<file path="src/rtl/truth_table_sweeper.sv">
// truth_table_sweeper
//   Walks every 2^N_IN input vector of a combinational block, holds each one
//   for HOLD cycles, samples the 1-bit response on the last hold cycle and
//   compares it with the EXPECT truth table (bit i = response for vector i).
//
//   state | meaning
//   ------+-------------------------------------------------------------
//   IDLE  | waiting for start; results of the last sweep/abort retained
//   RUN   | driving vec_out_o = idx, sampling on the last hold cycle
//   DONE  | sweep complete; done/pass valid until start, abort or reset
//
// Ports
//   clk_i             rising-edge clock
//   rst_n_i           synchronous active-low reset
//   start_i           begin a sweep (honoured in IDLE/DONE only)
//   abort_i           end the sweep, back to IDLE (wins over start_i)
//   vec_out_o         vector driven to the block under test
//   dut_resp_i        response of the block under test
//   busy_o            high while sweeping
//   done_o            high in DONE
//   pass_o            high in DONE when no mismatch was seen
//   err_count_o       mismatches counted in the last sweep
//   first_err_idx_o   vector index of the first mismatch
//   first_err_valid_o at least one mismatch recorded
module truth_table_sweeper #(
  parameter int                    N_IN   = 3,
  parameter int                    HOLD   = 3,
  parameter logic [(1<<N_IN)-1:0]  EXPECT = 8'h26
) (
  input  logic              clk_i,
  input  logic              rst_n_i,
  input  logic              start_i,
  input  logic              abort_i,
  output logic [N_IN-1:0]   vec_out_o,
  input  logic              dut_resp_i,
  output logic              busy_o,
  output logic              done_o,
  output logic              pass_o,
  output logic [N_IN:0]     err_count_o,
  output logic [N_IN-1:0]   first_err_idx_o,
  output logic              first_err_valid_o
);

  // HOLD=1 still gets a 1-bit counter that simply never advances.
  localparam int            HW        = (HOLD > 1) ? $clog2(HOLD) : 1;
  localparam logic [HW-1:0] HOLD_LAST = HW'(HOLD - 1);
  localparam logic [N_IN-1:0] IDX_LAST = {N_IN{1'b1}};

  typedef enum logic [1:0] {
    S_IDLE = 2'd0,
    S_RUN  = 2'd1,
    S_DONE = 2'd2
  } state_e;

  state_e            state_q, state_d;
  logic [N_IN-1:0]   idx_q, idx_d;
  logic [HW-1:0]     hold_q, hold_d;
  logic [N_IN:0]     err_q, err_d;
  logic [N_IN-1:0]   fidx_q, fidx_d;
  logic              fval_q, fval_d;

  logic              sample;
  logic              mismatch;

  assign sample   = (hold_q == HOLD_LAST);
  assign mismatch = (dut_resp_i != EXPECT[idx_q]);

  always_ff @(posedge clk_i) begin
    if (!rst_n_i) begin
      state_q <= S_IDLE;
      idx_q   <= '0;
      hold_q  <= '0;
      err_q   <= '0;
      fidx_q  <= '0;
      fval_q  <= 1'b0;
    end else begin
      state_q <= state_d;
      idx_q   <= idx_d;
      hold_q  <= hold_d;
      err_q   <= err_d;
      fidx_q  <= fidx_d;
      fval_q  <= fval_d;
    end
  end

  always_comb begin
    state_d = state_q;
    idx_d   = idx_q;
    hold_d  = hold_q;
    err_d   = err_q;
    fidx_d  = fidx_q;
    fval_d  = fval_q;

    case (state_q)
      S_IDLE, S_DONE: begin
        if (abort_i) begin
          state_d = S_IDLE;
        end else if (start_i) begin
          state_d = S_RUN;
          idx_d   = '0;
          hold_d  = '0;
          err_d   = '0;
          fidx_d  = '0;
          fval_d  = 1'b0;
        end
      end

      S_RUN: begin
        if (abort_i) begin
          // Error results are left untouched so they can be inspected.
          state_d = S_IDLE;
          idx_d   = '0;
          hold_d  = '0;
        end else if (!sample) begin
          hold_d = hold_q + HW'(1);
        end else begin
          if (mismatch) begin
            err_d = err_q + (N_IN+1)'(1);
            if (!fval_q) begin
              fidx_d = idx_q;
              fval_d = 1'b1;
            end
          end
          hold_d = '0;
          if (idx_q == IDX_LAST) begin
            state_d = S_DONE;
            idx_d   = '0;
          end else begin
            idx_d = idx_q + N_IN'(1);
          end
        end
      end

      default: begin
        state_d = S_IDLE;
        idx_d   = '0;
        hold_d  = '0;
      end
    endcase
  end

  assign vec_out_o         = (state_q == S_RUN) ? idx_q : '0;
  assign busy_o            = (state_q == S_RUN);
  assign done_o            = (state_q == S_DONE);
  assign pass_o            = (state_q == S_DONE) && (err_q == '0);
  assign err_count_o       = err_q;
  assign first_err_idx_o   = fidx_q;
  assign first_err_valid_o = fval_q;

endmodule

</file>
<file path="config.mk">
export PLATFORM = sky130hd
export DESIGN_NAME = truth_table_sweeper
export DESIGN_NICKNAME = d
export VERILOG_FILES = /design/src/rtl/truth_table_sweeper.sv
export SDC_FILE = /design/constraint.sdc
export NUM_CORES = 1
export LEC_CHECK = 0
export BUFFER_PORTS_ARGS = -buffer_cell sky130_fd_sc_hd__buf_4
export CORE_UTILIZATION = 51
export CTS_CLUSTER_DIAMETER = 60
export DETAILED_ROUTE_END_ITERATION = 8
export PLACE_DENSITY = 0.76
export SYNTH_ARGS = -nofsm -noshare
export SYNTH_HDL_FRONTEND = slang
export SYNTH_SLANG_ARGS = --single-unit
</file>
<file path="constraint.sdc">
create_clock -name clk_i -period 1.9 [get_ports clk_i]
set_clock_uncertainty 0.2 [all_clocks]
set_input_delay 0.38 -clock clk_i [delete_from_list [all_inputs] [get_ports clk_i]]
set_output_delay 0.38 -clock clk_i [all_outputs]
set_load 0.02 [all_outputs]
</file>
=== Word level (Yosys, flattened, before mapping) ===
Memories as Yosys holds them, arrays and structs flattened. A register that Yosys moved wholly into a read port is not among the register bits.
Index checks and enable logic that the tools add are counted.
Widths: inputs -> output; s select.

* Flip-flop bits (word level): 15
* Output and inout port bits: 14
* Memory bits (read-only): 8
* Logic and storage cells: 73
* Memories kept: 1

* Add/subtract/negate cells: 3
* Multiplexer cells: 38
* Reductions and logical operators: 10
* Order comparisons: 1
* Eq/ne operators: 14

{| class="wikitable"
|+ Memory list
! name !! depth !! bits a word !! read ports !! clocked after Yosys merged registers in !! wr ports !! line !! RTL
|-
| (no name shown) || 8 || 1 || 1 || 1 || 0 || 66 || <nowiki>assign mismatch = (dut_resp_i != EXPECT[idx_q]);</nowiki>
|}

{| class="wikitable"
|+ Operators by type and width
! cell !! count
|-
| $mux 3 || 12
|-
| $mux 4 || 5
|-
| $mux 2 || 9
|-
| $pmux 3 s2 || 2
|-
| $ne 2x2->1 const B || 4
|-
| $pmux 2 s2 || 2
|-
| $pmux 4 s2 || 1
|-
| $reduce_and 7->1 || 1
|-
| $mux 1 || 6
|-
| $ne 3x2->1 const B || 2
|-
| $reduce_and 3->1 || 2
|-
| $reduce_and 6->1 || 1
|-
| $add 4x1->4 const B || 1
|-
| $eq 2x2->1 const B || 2
|-
| $logic_not 4->1 || 1
|-
| $lt 3x4->1 const B || 1
|-
| $ne 2x1->1 const B || 2
|-
| $add 3x1->3 const B || 1
|-
| $eq 3x3->1 const B || 1
|-
| $ne 3x3->1 const B || 1
|-
| $add 2x1->2 const B || 1
|-
| $eq 2x1->1 const B || 1
|-
| $logic_not 2->1 || 1
|-
| $pmux 1 s2 || 1
|-
| other kinds (5) || 5
|}

=== Logic depth before layout (Yosys ltp) ===
* Word-level depth: 7
* Mapped depth: 8

=== Worst setup path before layout ===
Ideal clock, no wire load.

* Path type: flip-flop to output port
* Start: register err_q[0] (netlist: err_count_o[0])
* End: output pass_o
* Data required time: 1.320 ns
* Cell stages (with the launch flop): 4
* Slack: 0.001 ns
* Arrival: 1.319 ns
* Buffers on the path: 0
* Cells stage by stage: dfxtp_1 -> inv_1 -> ha_1 -> nor4b_1

* Cells in the longest elaborated chain, start to end: 2

{| class="wikitable"
|+ Ends and longest elaborated chain
! what !! line !! RTL
|-
| from (decl) || 58 || <nowiki>logic [N_IN:0] err_q, err_d;</nowiki>
|-
| from (signal assigned) || 80 || <nowiki>err_q <= err_d;</nowiki>
|-
| $logic_not 4->1 || 145 || <nowiki>assign pass_o = (state_q == S_DONE) && (err_q == '0);</nowiki>
|-
| $logic_and 1x1->1 || 145 ||
|-
| to (decl) || 38 || <nowiki>output logic pass_o,</nowiki>
|}

No other way between the ends.

=== Final worst setup path ===
* Start: register state_q[0]
* End: output pass_o

* Cells in the longest elaborated chain, start to end: 2

{| class="wikitable"
|+ Ends and longest elaborated chain
! what !! line !! RTL
|-
| from (decl) || 55 || <nowiki>state_e state_q, state_d;</nowiki>
|-
| from (signal assigned) || 77 || <nowiki>state_q <= state_d;</nowiki>
|-
| $eq 2x2->1 || 145 ||
|-
| $logic_and 1x1->1 || 145 ||
|}

No other way between the ends.

==> reports/qor.yml <==
die-area_sq_um: 1830
multiInputGateArea_sq_um: 520
numCtsBuffers: 3
hold_path.class: "in2reg"
grt_overflow_total: 0
firstDrtPassIters: 4
cts_tree: "yes"
arrival_ns: 1.30
root_buffer: "clkbuf_4"
ir_drop_v: 0.000555
rows: 14
synth.distinct_cells: 33
criticalPathCategory: "reg2out"
seqCellArea_sq_um: 323
htree_levels: 1
muxShareOfSynthArea_pct: 3.55
worstMarginPinSlew_ns: 0.445
switching_share_pct: 23.0
fin_cells: 131
total_power_uw: 618
grt_antenna_before_repair: 0
grt_start_max_net_pins: 24
p_int_uw: 476
core-area_sq_um: 1520
yosys_warnings: 0
crit_required_ns: 1.32
diodes: 0
grtUsageTotal_pct: 20.3
yosysSeqAreaShare_pct: 37.9
drv_cap: 0
dpl.cell_count: 127
ys_seq_elements: 16
ant_nets: 0
die_w_microns: 42.7
vias: 753
syn_to_final_growth_pct: 26.6
port_buffers: 18
synth-simple-area-share_pct: 28.6
fillers: 126
status: "completed"
routabilityCongestion: 0.751
synth_area_sq_um: 846
period_share_pct: 98.7
synth_top_family_by_area: "simple AND/OR/NAND/NOR gates"
first_global_vias: 693
grt_pass1_wl_microns: 2840
wl_per_cell_microns: 13.3
cts.clk_slew.worst_paths_ns: 0.09
drc: 0
path_max_fanout: 6
report.final.slew_viol_count: 0
drt-initial-drc-count: 12
cts_buffer_depth: 2
slew_headroom_pct: 69.9
die-height_microns: 42.7
clkSinkCount: 16
whs_ns: 0.146
min_period_ns: 1.88
postCtsSetupRepairBufs: 0
powerDensity_nw_per_um2: 577
ios: 19
synth_xor_xnor_area_share_pct: 1.04
start_kind: "register"
end_kind: "output pin"
synth_nets: 105
pwr-share-comb_pct: 8.9
hpwl_microns: 1230
clkPwrFrac_pct: 36.2
synthCells: 95
max_clock_freq_mhz: 533
power_frac_seq_pct: 54.9
synth_fa_ha_area_share_pct: 7.40
p_leak_uw: 0.000446
rsz0062_at_grt: "yes"
p_sw_uw: 142
synth.avg_cell_area_sq_um: 8.90
synth-compound-area-share_pct: 16.9
final_layout_size_suffix_gt1_share_pct: 30.4
routed_via_density: 5.75
wl_microns: 1740
hold_violations: 0
final-setup-viol-count: 0
layout.nets: 126
start_util_pct: 55.5
clkLatencyLatePin_ns: 0.29
-- kinds of logic (layout without fill, tap and decap cells) --
logic type / count (synthesis) / count (layout)
AO/OA/AOI/OAI: 19 / 19
XOR/XNOR: 1 / 1
adder cells (fa/ha/maj): 5 / 5
buffers and inverters: 9 / 29
flip-flops: 16 / 16
multiplexers: 3 / 3
AND/OR/NAND/NOR: 42 / 42
-- state kept, by name, indices dropped and copies added (netlist names), named ones only --
register           cells
err_count_o            4
first_err_idx_o        3
idx_q                  3
hold_q                 2
state_q                2
first_err_valid_o      1
-- what timing repair did --
| item | 4_1_cts | 5_1_grt |
|---|---|---|
| endpoints found under the setup margin | 1 | 5 |
| hold buffers | 0 | 0 |
| pin swaps | 1 | 0 |
| resized for setup | 4 | 4 |
-- routing by layer --
| metal | GRT usage [%] | up-vias | part of all wire, % | routed length (microns) |
|---|---|---|---|---|
| met1 | 25.0 | 352 | 48 | 836 |
| met2 | 34.8 | 16 | 47 | 815 |
| met5 | 0 | - | 0 | 0 |
| met4 | 9.38 | 0 | 1.8 | 32 |
| li1 | - | 380 | - | - |
| met3 | 2.55 | 5 | 3.4 | 60 |
-- cell type report --
type                    instances  area share, %
multi-input cells              70           48.6
flip-flops and latches         16           30.1
repair buffers                 19           13.7
clock buffers                   4           3.39
inverters                       6           2.34
well taps                      16           1.87
-- through the flow --
step	setup WS (ns)	util [%]	TNS, ns	cell area (sq um)
6_report	0.0244	70.3	0	1070
5_1_grt	-0.0158	70.3	-0.0158	1070
4_1_cts	0.00636	69.0	0	1050
3_5_place_dp	-0.0203	65.2	-0.0203	993
3_3_place_gp	0.0907	65.2	0	993
2_1_floorplan	0.000608	-	0	846
-- power groups by stage --
stage	combinational, uW	sequential [uW]	clock, uW
floorplan	34.1	347	0
global placement	50.4	346	0
detailed placement	50.4	347	0
CTS	52.9	339	227
global route	59.0	340	239
finish	54.9	339	224
-- worst max-delay path: stages (launching register included) --
cell and delay [ns]:
dfxtp_2 0.35, buf_6 0.13, nand2b_4 0.15, nor4b_4 0.21
buf_4 0.18
-- placed cells by master (no fill, tap or decap), types with 2 or more instances in the layout --
cell type,Yosys,final
nor3b_1,3,3
a31oi_1,2,2
buf_4,1,18
nand2b_4,1,2
nor2_1,5,5
o21ai_0,4,4
o22ai_1,2,2
clkbuf_4,0,3
nor2b_1,7,7
inv_1,5,5
a22oi_1,3,3
and2_1,4,4
dfxtp_2,0,2
nor3_1,2,2
mux2i_1,3,3
dfxtp_1,16,14
nand2_1,8,8
ha_1,5,5
nand3_1,6,6
-- final timing paths --
path / from / end / slack (ns) / depth (start not counted)
worst max-delay path: state_q[0] / pass_o / 0.02 / 4
worst min-delay path: abort_i / state_q[0] / 0.15 / 2
worst max register to register: state_q[1] / register / 0.11 / 6
worst min register to register: first_err_idx_o[1] / first_err_idx_o[1] / 0.29 / 2
-- cells in the mapped netlist --
cell,instances,area (sq um)
nand2b_1,2,12.5
clkbuf_1,2,7.51
o311ai_2,1,16.3
o31ai_1,1,7.51
nor4b_1,1,8.76
mux2i_1,3,30.0
nand2_1,8,30.0
nor3b_1,3,22.5
inv_4,1,6.26
inv_1,5,18.8
nor2b_1,7,43.8
nor3_1,2,10.0
ha_1,5,62.6
nor2b_2,1,8.76
a41oi_1,1,8.76
a22oi_1,3,22.5
and2_1,4,25.0
o32ai_1,1,8.76
xor2_1,1,8.76
a31oi_1,2,12.5
nand3_1,6,30.0
a21oi_1,1,5.00
dfxtp_1,16,320
nand2b_4,1,13.8
o21ai_1,1,5.00
o31ai_2,1,12.5
nor2_1,5,18.8
and3_4,1,11.3
and3_1,1,6.26
o21ai_0,4,20.0
buf_4,1,7.51
o22ai_1,2,12.5
a32o_2,1,11.3
Power figures use the tool's default switching activity.
